<file path="src/rtl/uart_rx_mmio_pkg.sv">
// Shared definitions for the memory-mapped UART receiver.
// Contents:
//   - register byte offsets relative to BASE_ADDR
//   - RXSTAT bit positions
//   - oversampling factor (samples per bit)
//   - deserialiser FSM state encoding
//   - calc_div(): baud-tick divider derived from clock and line rate
package uart_rx_mmio_pkg;

  localparam logic [31:0] RXDATA_OFS = 32'd0;
  localparam logic [31:0] RXSTAT_OFS = 32'd4;
  localparam logic [31:0] RXCTRL_OFS = 32'd8;

  localparam int STAT_NOT_EMPTY = 0;
  localparam int STAT_OVERRUN   = 1;
  localparam int STAT_FRAME_ERR = 2;
  localparam int STAT_COUNT_LSB = 4;

  localparam int OVS = 16;

  typedef enum logic [1:0] {
    ST_IDLE  = 2'd0,
    ST_START = 2'd1,
    ST_DATA  = 2'd2,
    ST_STOP  = 2'd3
  } rx_state_t;

  // Clocks per oversample tick, rounded down, never below one.
  function automatic int calc_div(input int clk_hz, input int baud);
    int d;
    d = clk_hz / (baud * OVS);
    return (d < 1) ? 1 : d;
  endfunction

endpackage

</file>
<file path="src/rtl/uart_rx_mmio_rx_fifo.sv">
// Synchronous byte FIFO holding received characters until the CPU reads them.
// Ports:
//   clk, reset  : clock, synchronous active-high reset (empties the FIFO)
//   push, din   : write request and byte; accepted when not full, or when full
//                 together with an effective pop in the same cycle
//   pop         : read request; ignored when empty
//   dout        : head entry (valid only when not empty)
//   full, empty : occupancy flags
//   count       : number of stored entries, log2(DEPTH)+1 bits
module rx_fifo
  import uart_rx_mmio_pkg::*;
#(
  parameter int DEPTH = 8
) (
  input  logic                     clk,
  input  logic                     reset,
  input  logic                     push,
  input  logic                     pop,
  input  logic [7:0]               din,
  output logic [7:0]               dout,
  output logic                     full,
  output logic                     empty,
  output logic [$clog2(DEPTH):0]   count
);

  localparam int AW = $clog2(DEPTH);

  logic [7:0]    r_mem [DEPTH];
  logic [AW-1:0] r_wptr;
  logic [AW-1:0] r_rptr;
  logic [AW:0]   r_count;
  logic          w_do_push;
  logic          w_do_pop;

  assign empty = (r_count == (AW + 1)'(0));
  assign full  = (r_count == (AW + 1)'(DEPTH));
  assign count = r_count;
  assign dout  = r_mem[r_rptr];

  // The pop is resolved first, so a full FIFO can still accept a same-cycle push.
  assign w_do_pop  = pop & ~empty;
  assign w_do_push = push & (~full | w_do_pop);

  // Storage array; contents need no reset because the pointers define validity.
  always_ff @(posedge clk) begin
    if (w_do_push) begin
      r_mem[r_wptr] <= din;
    end
  end

  // Pointers (power-of-two depth, so they wrap naturally) and occupancy.
  always_ff @(posedge clk) begin
    if (reset) begin
      r_wptr  <= AW'(0);
      r_rptr  <= AW'(0);
      r_count <= (AW + 1)'(0);
    end else begin
      if (w_do_push) begin
        r_wptr <= r_wptr + AW'(1);
      end
      if (w_do_pop) begin
        r_rptr <= r_rptr + AW'(1);
      end
      case ({w_do_push, w_do_pop})
        2'b10:   r_count <= r_count + (AW + 1)'(1);
        2'b01:   r_count <= r_count - (AW + 1)'(1);
        default: r_count <= r_count;
      endcase
    end
  end

endmodule

</file>
<file path="src/rtl/uart_rx_mmio.sv">
// Memory-mapped 8N1 UART receiver on the CPU data bus.
// Ports:
//   clk, reset       : system clock, synchronous active-high reset
//   rx               : asynchronous serial input, idle high
//   addr             : data-bus byte address
//   MemRead/MemWrite : bus strobes
//   wdata            : bus write data
//   rdata            : combinational read data, 0 when the address misses
//   irq              : registered, RXCTRL.irq_en & FIFO not empty
// Map: BASE+0 RXDATA (read pops), BASE+4 RXSTAT (W1C flags), BASE+8 RXCTRL.
module uart_rx_mmio
  import uart_rx_mmio_pkg::*;
#(
  parameter int          CLK_HZ     = 100_000_000,
  parameter int          BAUD       = 115200,
  parameter int          FIFO_DEPTH = 8,
  parameter logic [31:0] BASE_ADDR  = 32'h4000_0020
) (
  input  logic        clk,
  input  logic        reset,
  input  logic        rx,
  input  logic [31:0] addr,
  input  logic        MemRead,
  input  logic        MemWrite,
  input  logic [31:0] wdata,
  output logic [31:0] rdata,
  output logic        irq
);

  localparam int DIV    = calc_div(CLK_HZ, BAUD);
  localparam int DIV_W  = (DIV > 1) ? $clog2(DIV) : 1;
  localparam int TCNT_W = $clog2(OVS);
  localparam int CNT_W  = $clog2(FIFO_DEPTH) + 1;

  logic              r_sync1;
  logic              r_sync2;
  logic              w_rx_s;
  rx_state_t         r_state;
  rx_state_t         w_next_state;
  logic [DIV_W-1:0]  r_div;
  logic [TCNT_W-1:0] r_tcnt;
  logic [2:0]        r_bit;
  logic [7:0]        r_shift;
  logic [1:0]        r_ctrl;
  logic              r_overrun;
  logic              r_frame_err;
  logic              r_irq;
  logic              w_tick;
  logic              w_mid_start;
  logic              w_sample;
  logic              w_push;
  logic              w_frame_set;
  logic              w_shift_en;
  logic              w_hit_data;
  logic              w_hit_stat;
  logic              w_hit_ctrl;
  logic              w_pop_req;
  logic              w_pop_eff;
  logic              w_overrun_set;
  logic [7:0]        w_dout;
  logic              w_full;
  logic              w_empty;
  logic [CNT_W-1:0]  w_count;
  logic [31:0]       w_stat;
  logic              w_unused_wdata;

  assign w_rx_s      = r_sync2;
  assign w_tick      = (r_state != ST_IDLE) && (r_div == DIV_W'(DIV - 1));
  assign w_mid_start = w_tick && (r_tcnt == TCNT_W'(OVS / 2 - 1));
  assign w_sample    = w_tick && (r_tcnt == TCNT_W'(OVS - 1));

  assign w_hit_data = (addr == (BASE_ADDR + RXDATA_OFS));
  assign w_hit_stat = (addr == (BASE_ADDR + RXSTAT_OFS));
  assign w_hit_ctrl = (addr == (BASE_ADDR + RXCTRL_OFS));

  assign w_pop_req     = MemRead & w_hit_data;
  assign w_pop_eff     = w_pop_req & ~w_empty;
  // A push into a full FIFO only overflows if no pop frees a slot in the same cycle.
  assign w_overrun_set = w_push & w_full & ~w_pop_eff;

  assign w_unused_wdata = ^{wdata[31:3], wdata[0]};
  assign irq = r_irq;

  // Two-flop synchroniser for the asynchronous serial line; resets to idle-high.
  always_ff @(posedge clk) begin
    if (reset) begin
      r_sync1 <= 1'b1;
      r_sync2 <= 1'b1;
    end else begin
      r_sync1 <= rx;
      r_sync2 <= r_sync1;
    end
  end

  // FSM state register.
  always_ff @(posedge clk) begin
    if (reset) begin
      r_state <= ST_IDLE;
    end else begin
      r_state <= w_next_state;
    end
  end

  // FSM next-state logic; dropping enable aborts any frame in progress.
  always_comb begin
    w_next_state = r_state;
    if (!r_ctrl[0]) begin
      w_next_state = ST_IDLE;
    end else begin
      case (r_state)
        ST_IDLE: begin
          if (!w_rx_s) w_next_state = ST_START;
          else         w_next_state = ST_IDLE;
        end
        ST_START: begin
          // Line back high at mid start bit means a glitch, not a frame.
          if (w_mid_start) w_next_state = w_rx_s ? ST_IDLE : ST_DATA;
          else             w_next_state = ST_START;
        end
        ST_DATA: begin
          if (w_sample && (r_bit == 3'd7)) w_next_state = ST_STOP;
          else                             w_next_state = ST_DATA;
        end
        ST_STOP: begin
          if (w_sample) w_next_state = ST_IDLE;
          else          w_next_state = ST_STOP;
        end
        default: w_next_state = ST_IDLE;
      endcase
    end
  end

  // FSM outputs: data-bit shift, stop-bit push or framing error.
  always_comb begin
    w_shift_en  = 1'b0;
    w_push      = 1'b0;
    w_frame_set = 1'b0;
    case (r_state)
      ST_DATA: begin
        w_shift_en = r_ctrl[0] & w_sample;
      end
      ST_STOP: begin
        w_push      = r_ctrl[0] & w_sample & w_rx_s;
        w_frame_set = r_ctrl[0] & w_sample & ~w_rx_s;
      end
      default: begin
        w_shift_en  = 1'b0;
        w_push      = 1'b0;
        w_frame_set = 1'b0;
      end
    endcase
  end

  // Bit timing: divider, ticks within a bit, data bit index. Held at zero in IDLE,
  // so every frame starts counting from the IDLE->START transition.
  always_ff @(posedge clk) begin
    if (reset || (r_state == ST_IDLE)) begin
      r_div  <= DIV_W'(0);
      r_tcnt <= TCNT_W'(0);
      r_bit  <= 3'd0;
    end else if (w_tick) begin
      r_div <= DIV_W'(0);
      // Realign the tick counter at mid start bit so later samples land mid-bit.
      if (w_mid_start && (r_state == ST_START)) r_tcnt <= TCNT_W'(0);
      else                                      r_tcnt <= r_tcnt + TCNT_W'(1);
      if (w_shift_en) r_bit <= r_bit + 3'd1;
      else            r_bit <= r_bit;
    end else begin
      r_div <= r_div + DIV_W'(1);
    end
  end

  // Receive shift register, LSB first.
  always_ff @(posedge clk) begin
    if (reset) begin
      r_shift <= 8'd0;
    end else if (w_shift_en) begin
      r_shift <= {w_rx_s, r_shift[7:1]};
    end else begin
      r_shift <= r_shift;
    end
  end

  // Control register, sticky error flags (set wins over W1C) and registered irq.
  always_ff @(posedge clk) begin
    if (reset) begin
      r_ctrl      <= 2'b01;
      r_overrun   <= 1'b0;
      r_frame_err <= 1'b0;
      r_irq       <= 1'b0;
    end else begin
      if (MemWrite && w_hit_ctrl) r_ctrl <= wdata[1:0];
      if (w_overrun_set)                                      r_overrun <= 1'b1;
      else if (MemWrite && w_hit_stat && wdata[STAT_OVERRUN]) r_overrun <= 1'b0;
      if (w_frame_set)                                          r_frame_err <= 1'b1;
      else if (MemWrite && w_hit_stat && wdata[STAT_FRAME_ERR]) r_frame_err <= 1'b0;
      r_irq <= r_ctrl[1] & ~w_empty;
    end
  end

  rx_fifo #(
    .DEPTH (FIFO_DEPTH)
  ) u_fifo (
    .clk   (clk),
    .reset (reset),
    .push  (w_push),
    .pop   (w_pop_req),
    .din   (r_shift),
    .dout  (w_dout),
    .full  (w_full),
    .empty (w_empty),
    .count (w_count)
  );

  assign w_stat = (32'(w_count) << STAT_COUNT_LSB)
                | {29'd0, r_frame_err, r_overrun, ~w_empty};

  // Read mux; an empty RXDATA read returns zero.
  always_comb begin
    rdata = 32'd0;
    if (w_hit_data) begin
      rdata = w_empty ? 32'd0 : {24'd0, w_dout};
    end else if (w_hit_stat) begin
      rdata = w_stat;
    end else if (w_hit_ctrl) begin
      rdata = {30'd0, r_ctrl};
    end else begin
      rdata = 32'd0;
    end
  end

endmodule

</file>
<file path="config.mk">
export PLATFORM = sky130hd
export DESIGN_NAME = uart_rx_mmio
export DESIGN_NICKNAME = d
export VERILOG_FILES = /design/src/rtl/uart_rx_mmio_pkg.sv /design/src/rtl/uart_rx_mmio_rx_fifo.sv /design/src/rtl/uart_rx_mmio.sv
export SDC_FILE = /design/constraint.sdc
export NUM_CORES = 1
export LEC_CHECK = 0
export ABC_CLOCK_PERIOD_IN_PS = 3350
export CAP_MARGIN = 20
export CORE_AREA = 2 2 122 124
export DETAILED_ROUTE_END_ITERATION = 6
export DIE_AREA = 0 0 124 126
export GPL_TIMING_DRIVEN = 0
export PLACE_DENSITY = 0.66
export REMOVE_ABC_BUFFERS = 1
export SLEW_MARGIN = 20
export SYNTH_ARGS = -nofsm -noshare
export SYNTH_HDL_FRONTEND = slang
export SYNTH_SLANG_ARGS = --single-unit
</file>
<file path="constraint.sdc">
create_clock -name clk -period 3.35 [get_ports clk]
set_input_delay 1.005 -clock clk [delete_from_list [all_inputs] [get_ports clk]]
set_output_delay 1.005 -clock clk [all_outputs]
set_load 0.03 [all_outputs]
</file>
==> results.yml, run 1 <==
setup_path:
  timing.critical_path.from: "addr[11]"
  critPathCaptureType: "output pin"
  critical_path_buf_inv_count: 2
  cp_data_required_time_ps: 2340
  cp_slowest_cell: "or2_4"
  crit_path_max_incr_delay_ps: 290
  start_kind: "input port"
  timing_worst_setup_path_type: "input port to output pin"
  cp_data_arrival_time_ps: 2300
  critical_path.cell_chain: "clkdlybuf4s15_1 > nor4_2 > nand4_2 > or2_4 > nor3b_2 > buf_4"
  reg2reg_slack_ps: 780
  cp_max_fo: 6
  rr_startpoint: "r_state[0]$_SDFF_PP0_"
  critPathTopFamily: "simple AND/OR/NAND/NOR gates"
detailed_routing:
  via_per_inst: 5.10
  routed_wl_mm: 10.2
  drtIter0Drc: 277
  antenna_left: 0
  dr.pass1.iters: 4
  drc: 0
  vias: 3159
  wire_per_inst_um: 16.5
sta:
  setup_slack_ps: 44.9
  rsz0062_at_grt: "true"
  hold_ws_ps: 411
  min_period_ps: 3310
  slew_headroom_pct: 48.9
  finClkSkew_ps: 9.42
  hold_viol_final: 0
  maxSlewViolCount: 0
  max_freq_mhz: 303
  tns_ps: 0
  setup_violations: 0
  worst_pin_slew_ps: 760
  timing.final.crit_share_pct: 98.7
yosys:
  yosysMostFrequentCell: "edfxtp_1"
  synthCells: 381
  synth_top_cell_by_area: "edfxtp_1"
  yosys-top-cells-count: "64 x edfxtp_1, 43 x dfxtp_1, 42 x nor2_1, 26 x buf_4, 17 x nand2_1"
  syn_area_mm2: 0.00491
  synth_ff_type: "edfxtp_1"
  synth_top_area_share_pct: 39.2
  synth_edf_count: 64
  synth_top_cells_by_area: "edfxtp_1 39%, dfxtp_1 18%, mux4_2 7.3%"
  synth-async-reset-ratio_pct: 0
  ys_seq_elements: 107
  ys_warn_count: 0
  seq_area_frac_synth_pct: 56.7
  synth_cell_types: 59
  syn_area_per_cell_um2: 12.9
clocking:
  clk_pin_slew_ps: 60
  hold_buffers: 0
  tritoncts: "done"
  clk_latency_ps: 350
  htreeDepth: 3
  cts_buffers: 9
  clk_path_buf_depth: 2
  clockRootBuffer: "clkbuf_16"
  numClockSinks: 107
layout:
  drive_gt1_share_pct: 25.7
  fin_nets: 508
  antenna_cells: 0
  finalNonFillerCells: 620
  synthToLayoutAreaGrowth_pct: 18.8
  stdcell_area_mm2: 0.00583
  fin_util_pct: 40.8
global_route:
  grt_max_degree: 29
  grt_pass1_wl_mm: 15.8
  grtUsageTotal_pct: 13.3
  grt_antenna_before_repair: 0
  grt_pass1_vias: 3129
  gr-total-overflow: 0
floorplanning:
  die_area_mm2: 0.0156
  die_h_um: 126
  io_pins: 102
  rows: 44
  core_area_mm2: 0.0143
  die_x_um: 124
  initial_core_util_pct: 34.3
power_and_ir_drop:
  power-per-cell-area_mw_per_mm2: 452
  peakVddDrop_mv: 0.227
  p_total_mw: 2.64
  leakage_nw: 1.95
placement:
  dp.cells: 597
  gp_congestion: 0.802
  hpwl_mm: 6.79
  numPortBuffers: 48
  dpl_cell_area_mm2: 0.00548
  dp_slack_ps: -1220
hold_path:
  min_from: "r_sync1$_SDFF_PP1_"
  min_path_type: "register to register"
status:
  outcome: "finished clean"
job:
  cap_violations: 0
-- cells in the final DEF (no fill, tap or decap), types with 4 or more instances in the layout --
cell type        Yosys  final
a21oi_1             13     13
nand3_1             10     10
buf_4               26     10
conb_1               1     24
ha_1                 8      8
o21ai_0              8      8
dfxtp_1             43     41
nor4_4               2      5
buf_2                6     11
or3_1                8      8
mux2i_1             12     12
nand4_1              5      5
nand2_1             17     17
nor2_1              42     35
edfxtp_1            64     64
mux2_2               8      8
a22oi_1              5      5
nand3b_1             4      4
nor2_2               1      7
clkdlybuf4s50_1      0      7
clkdlybuf4s15_1      0      4
dlygate4sd2_1        0      4
nor3_1               8      6
clkbuf_2             0     12
mux4_2              16     16
xnor2_1              6      6
clkbuf_16            0      9
-- routing by layer --
metal  wire length (um)  GRT usage, %  vias up
li1                   -             -     1488
met1               4540          17.3     1547
met2               4810          21.8      113
met3                705          2.85       11
met4                140          5.09        0
met5                  0             0        -
-- logic make-up after synthesis --
kind of cell	synth area share [%]
AO/OA/AOI/OAI	6.12
XOR/XNOR	1.61
adder cells (fa/ha/maj)	2.04
buffers and inverters	5.43
flip-flops	56.7
multiplexers	11.6
other	0.0764
AND/OR/NAND/NOR	16.4
-- worst reg2reg max path, cell delays in order (launching register included) --
cell     delay [ps]
dfxtp_1         570
and4_1          280
nand4_1         320
or3_4           530
nor2_2          510
-- path summary, 6_finish.rpt --
| check | end | depth (start not counted) |
|---|---|---|
| max reg2reg | u_fifo.r_mem[3][4]$_DFFE_PP_ | 4 |
| min reg2reg | r_sync2$_SDFF_PP1_ | 1 |
| max | rdata[3] | 6 |
| min | r_sync2$_SDFF_PP1_ | 1 |
-- layout make-up --
cell class              count  area, um^2
clock buffers              11         243
clock inverters             5        85.1
fillers                  1330        8480
inverters                   3        11.3
multi-input cells         255        2050
flip-flops and latches    107        2790
well taps                 184         230
repair buffers             55         427
-- where the power goes --
| group | leakage, nW | internal (mW) | total (mW) | switching (mW) |
|---|---|---|---|---|
| registers | 0.941 | 1.38 | 1.38 | 0.00357 |
| clock network | 0.156 | 0.680 | 1.15 | 0.473 |
| logic | 0.849 | 0.0348 | 0.103 | 0.0682 |
| total | 1.95 | 2.09 | 2.64 | 0.545 |
-- registers in the layout, indices dropped and copies added (netlist names), 2 cells and up, named ones only --
signal / flops
r_bit: 3
r_ctrl: 2
r_state: 2
u_fifo.count: 4
u_fifo.r_mem: 64
u_fifo.r_wptr: 3
r_div: 6
r_shift: 8
u_fifo.r_rptr: 3
r_tcnt: 4
-- timing repair --
item / CTS / global route
pin swaps: 12 / 13
setup endpoints to repair: 73 / 40
gates resized for setup: 125 / 28
endpoints found under the hold margin: 0 / 0
gates cloned: 1 / 0
buffers inserted: 6 / 0
(Power assumes the default switching activity.)
==> run 2: changes to the inputs <==
PLACE_DENSITY = default   (was 0.66)
PLACE_DENSITY_LB_ADDON = 0.1   (was default)
==> results.yml, run 2 (synthesis gave the netlist of run 1 again) <==
sta:
  slew_headroom_pct: 49.3
  finClkSkew_ps: 9.71
  max_freq_mhz: 304
  worst_pin_slew_ps: 753
  maxSlewViolCount: 0
  timing.final.crit_share_pct: 98.3
  hold_ws_ps: 412
  setup_slack_ps: 57.8
  hold_viol_final: 0
  min_period_ps: 3290
  rsz0062_at_grt: "true"
  setup_violations: 0
layout:
  seq_area_mm2: 0.00279
  top_regs: "u_fifo.r_mem (64), r_shift (8), r_div (6)"
  synthToLayoutAreaGrowth_pct: 19.6
  fin_util_pct: 41.0
  fillers: 1379
  antenna_cells: 0
  multi_input_area_mm2: 0.00204
  largest_register: "u_fifo.r_mem"
  stdcell_area_mm2: 0.00587
  largest_reg_flops: 64
  fin_nets: 515
  final_common_cell: "edfxtp_1"
  layout_common_cells: "64 x edfxtp_1, 41 x dfxtp_1, 36 x nor2_1"
  drive_gt1_share_pct: 26.7
setup_path:
  critPathCaptureType: "output pin"
  cp_max_fo: 5
  cp_data_arrival_time_ps: 2290
  cp_data_required_time_ps: 2340
  start_kind: "input port"
  timing_worst_setup_path_type: "input port to output pin"
global_route:
  grt_pass1_wl_mm: 16.8
  grt_pass1_vias: 3068
  grt_max_degree: 29
  grtUsageTotal_pct: 14.5
  grt_antenna_before_repair: 0
  gr-total-overflow: 0
floorplanning:
  rows: 44
  initial_core_util_pct: 34.3
  die_x_um: 124
  die_area_mm2: 0.0156
  die_h_um: 126
  core_area_mm2: 0.0143
  io_pins: 102
clocking:
  clk_path_buf_depth: 2
  numClockSinks: 107
  clockRootBuffer: "clkbuf_16"
  clk_latency_ps: 340
  hold_buffers: 0
  htreeDepth: 3
  cts_buffers: 9
  tritoncts: "done"
  clk_pin_slew_ps: 70
placement:
  hpwl_mm: 7.19
  gp_congestion: 0.785
  dp_slack_ps: -1140
  dpl_cell_area_mm2: 0.00547
  numPortBuffers: 48
job:
  cap_violations: 0
power_and_ir_drop:
  clockPowerShare_pct: 41.3
  power-per-cell-area_mw_per_mm2: 432
  p_switching_uw: 538
  p_sw_share_pct: 21.2
  p_total_mw: 2.54
  internal_power_mw: 2.00
  leakage_nw: 1.95
  power_frac_seq_pct: 54.5
  combPwrFrac_pct: 4.2
  peakVddDrop_mv: 0.260
detailed_routing:
  wire_per_inst_um: 17.0
  vias: 3154
  topRoutingLayerUsed: "met4"
  routed_wl_mm: 10.6
  dr.pass1.iters: 4
  antenna_left: 0
  via_per_inst: 5.04
  wl_met1_mm: 4.59
  wl_met2_mm: 5.36
  met3_length_um: 523
  drtIter0Drc: 167
  drc: 0
hold_path:
  min_path_type: "register to register"
status:
  outcome: "finished clean"
[run 2: cell count changes in the layout (fill, tap and decap cells not counted), moves of 2 or more]
| cell | change |
|---|---|
| clkdlybuf4s15_1 | +2 |
| buf_6 | +6 |
| dlymetal6s2s_1 | -3 |
| clkbuf_2 | -4 |
| buf_4 | +6 |
[run 2: final cells by class]
| type | instances | area share, % |
|---|---|---|
| inverters | 3 | 0.192 |
| flip-flops and latches | 107 | 47.5 |
| clock buffers | 10 | 3.90 |
| multi-input cells | 255 | 34.8 |
| clock inverters | 5 | 1.07 |
| repair buffers | 62 | 8.69 |
| well taps | 184 | 3.92 |
[run 2: worst max-delay path, cell delays in order]
cell     delay, ps
buf_2          110
nor4_4         300
nand4_4        170
or2_4          320
nor3b_2        200
buf_4          180
[run 2: power by group through the flow]
stage               clock (mW)  sequential [mW]  combinational (mW)
finish                    1.05             1.38               0.105
global route              1.14             1.38               0.114
global placement             0             1.41               0.112
detailed placement           0             1.41               0.112
CTS                       1.08             1.38               0.104
floorplan                    0             1.41              0.0503
[run 2: timing repair]
item,4_1_cts,5_1_grt
pin swaps,13,11
setup endpoints to repair,66,70
cloned,1,0
setup buffers,11,1
resized for setup,133,32
[run 2: routing by layer]
| layer | vias to the layer above | GRT usage, % |
|---|---|---|
| met5 | - | 0 |
| met2 | 76 | 23.8 |
| met1 | 1553 | 19.2 |
| li1 | 1514 | - |
| met4 | 0 | 5.02 |
| met3 | 11 | 2.81 |
[run 2: through the flow]
step,TNS [ps],std cells
finish,0,626
global route,-5.11,626
CTS,-2.02,625
detailed placement,-46820,598
global placement,-54170,596
floorplan,-351,364
[run 2: path summary, 6_finish.rpt]
kind                    startpoint                      endpoint  slack [ps]  cells after the start
max reg2reg  r_state[0]$_SDFF_PP0_  u_fifo.r_mem[3][1]$_DFFE_PP_         780                      4
min reg2reg     r_sync1$_SDFF_PP1_            r_sync2$_SDFF_PP1_         410                      1
min             r_sync1$_SDFF_PP1_            r_sync2$_SDFF_PP1_         410                      1
max                       addr[22]                      rdata[3]          60                      6
==> run 3: changes to the inputs <==
MAX_ROUTING_LAYER = met4   (was default)
==> results.yml, run 3 (synthesis gave the netlist of run 1 again) <==
setup_path:
  crit_path_max_incr_delay_ps: 320
  cp_data_arrival_time_ps: 2300
  reg2reg_slack_ps: 790
  r2r-end: "u_fifo.r_mem[2][5]$_DFFE_PP_"
  rr_startpoint: "r_state[0]$_SDFF_PP0_"
  timing_worst_setup_path_type: "input port to output pin"
  worst_r2r_path_depth: 4
  start_kind: "input port"
  critical_path.cell_chain: "buf_2 > nor4_4 > nand4_4 > or2_4 > nor3b_2 > buf_4"
  cp_slowest_cell: "or2_4"
  cp_data_required_time_ps: 2340
  critPathCaptureType: "output pin"
  cp_max_fo: 5
layout:
  largest_reg_flops: 64
  stdcell_area_mm2: 0.00585
  fin_nets: 514
  final_common_cell: "edfxtp_1"
  antenna_cells: 0
  layout_common_cells: "64 x edfxtp_1, 41 x dfxtp_1, 36 x nor2_1"
  synthToLayoutAreaGrowth_pct: 19.1
  top_regs: "u_fifo.r_mem (64), r_shift (8), r_div (6)"
  drive_gt1_share_pct: 26.5
  largest_register: "u_fifo.r_mem"
  finalNonFillerCells: 625
  fillers: 1381
power_and_ir_drop:
  p_total_mw: 2.53
  leakage_nw: 1.94
  power-per-cell-area_mw_per_mm2: 433
  peakVddDrop_mv: 0.260
detailed_routing:
  dr.pass1.iters: 4
  drc: 0
  routed_wl_mm: 10.6
  antenna_left: 0
  via_per_inst: 5.01
  wire_per_inst_um: 17.0
  vias: 3129
  drtIter0Drc: 196
clocking:
  clk_pin_slew_ps: 70
  clk_latency_ps: 340
  clockRootBuffer: "clkbuf_16"
  htreeDepth: 3
  cts_buffers: 9
  clk_path_buf_depth: 2
  hold_buffers: 0
  numClockSinks: 107
  tritoncts: "done"
sta:
  finClkSkew_ps: 7.98
  slew_headroom_pct: 49.7
  timing.final.crit_share_pct: 98.7
  setup_violations: 0
  hold_viol_final: 0
  worst_pin_slew_ps: 748
  setup_slack_ps: 44.8
  maxSlewViolCount: 0
  min_period_ps: 3310
  max_freq_mhz: 303
  rsz0062_at_grt: "true"
global_route:
  grt_antenna_before_repair: 0
  grt_pass1_vias: 3064
  grt_pass1_wl_mm: 16.8
  grt_max_degree: 29
  gr-total-overflow: 0
  grtUsageTotal_pct: 15.0
hold_path:
  min_to: "r_sync2$_SDFF_PP1_"
  holdPathStages: 1
  min_path_type: "register to register"
  min_from: "r_sync1$_SDFF_PP1_"
placement:
  gp_congestion: 0.796
  numPortBuffers: 48
  dp_slack_ps: -1140
  dp.cells: 598
  hpwl_mm: 7.19
  dpl_cell_area_mm2: 0.00547
floorplanning:
  die_h_um: 126
  io_pins: 102
  initial_core_util_pct: 34.3
  die_x_um: 124
  rows: 44
  die_area_mm2: 0.0156
  core_area_mm2: 0.0143
job:
  cap_violations: 0
status:
  outcome: "finished clean"
-- run 3: power breakdown --
group	total [mW]	switching, mW	internal, mW
sequential	1.38	0.00365	1.38
clock	1.05	0.464	0.582
combinational	0.105	0.0676	0.0378
-- run 3: how the worst max path moves through the flow --
stage                   from       end  slack, ps  cells after the start
global route         addr[1]  rdata[3]         -5                      6
global placement     addr[8]  rdata[3]      -1120                      6
detailed placement   addr[8]  rdata[3]      -1140                      6
CTS                  addr[1]  rdata[3]         -2                      6
finish              addr[22]  rdata[3]         40                      6
floorplan           addr[19]  rdata[3]       -310                      4
-- run 3: area by class of cell --
| type | count | area (um^2) | area share, % |
|---|---|---|---|
| multi-input combinational | 255 | 2040 | 34.8 |
| clock inverter | 5 | 62.6 | 1.07 |
| clock buffer | 10 | 229 | 3.92 |
| tap | 184 | 230 | 3.94 |
| inverter | 3 | 11.3 | 0.193 |
| timing repair buffer | 61 | 490 | 8.39 |
| sequential | 107 | 2790 | 47.7 |
-- run 3: metrics by stage --
stage	utilization (%)	hold WS (ps)	TNS (ps)
after global placement	38.1	393	-54170
after detailed placement	38.2	399	-46820
after floorplan	-	389	-351
after CTS	40.9	415	-2.02
after global routing	40.8	435	-9.38
final	40.8	412	0
-- run 3: worst max-delay path: cells and delay by family --
family / cells / cell delay, ps
buf+inv: 2 / 300
simple gates: 4 / 1000
-- run 3: routing by layer --
layer | GRT usage, % | share of wire, % | up-vias
li1 | - | - | 1509
met1 | 19.1 | 45 | 1533
met2 | 23.8 | 49 | 70
met5 | - | 0 | -
met4 | 5.22 | 2.1 | 0
met3 | 2.76 | 4.1 | 17
-- run 3: what timing repair did --
item	4_1_cts	5_1_grt
endpoints found under the setup margin	66	70
buffers inserted	11	0
cloned	1	0
gates resized for setup	133	31
pin swaps	13	11
endpoints found under the hold margin	0	0
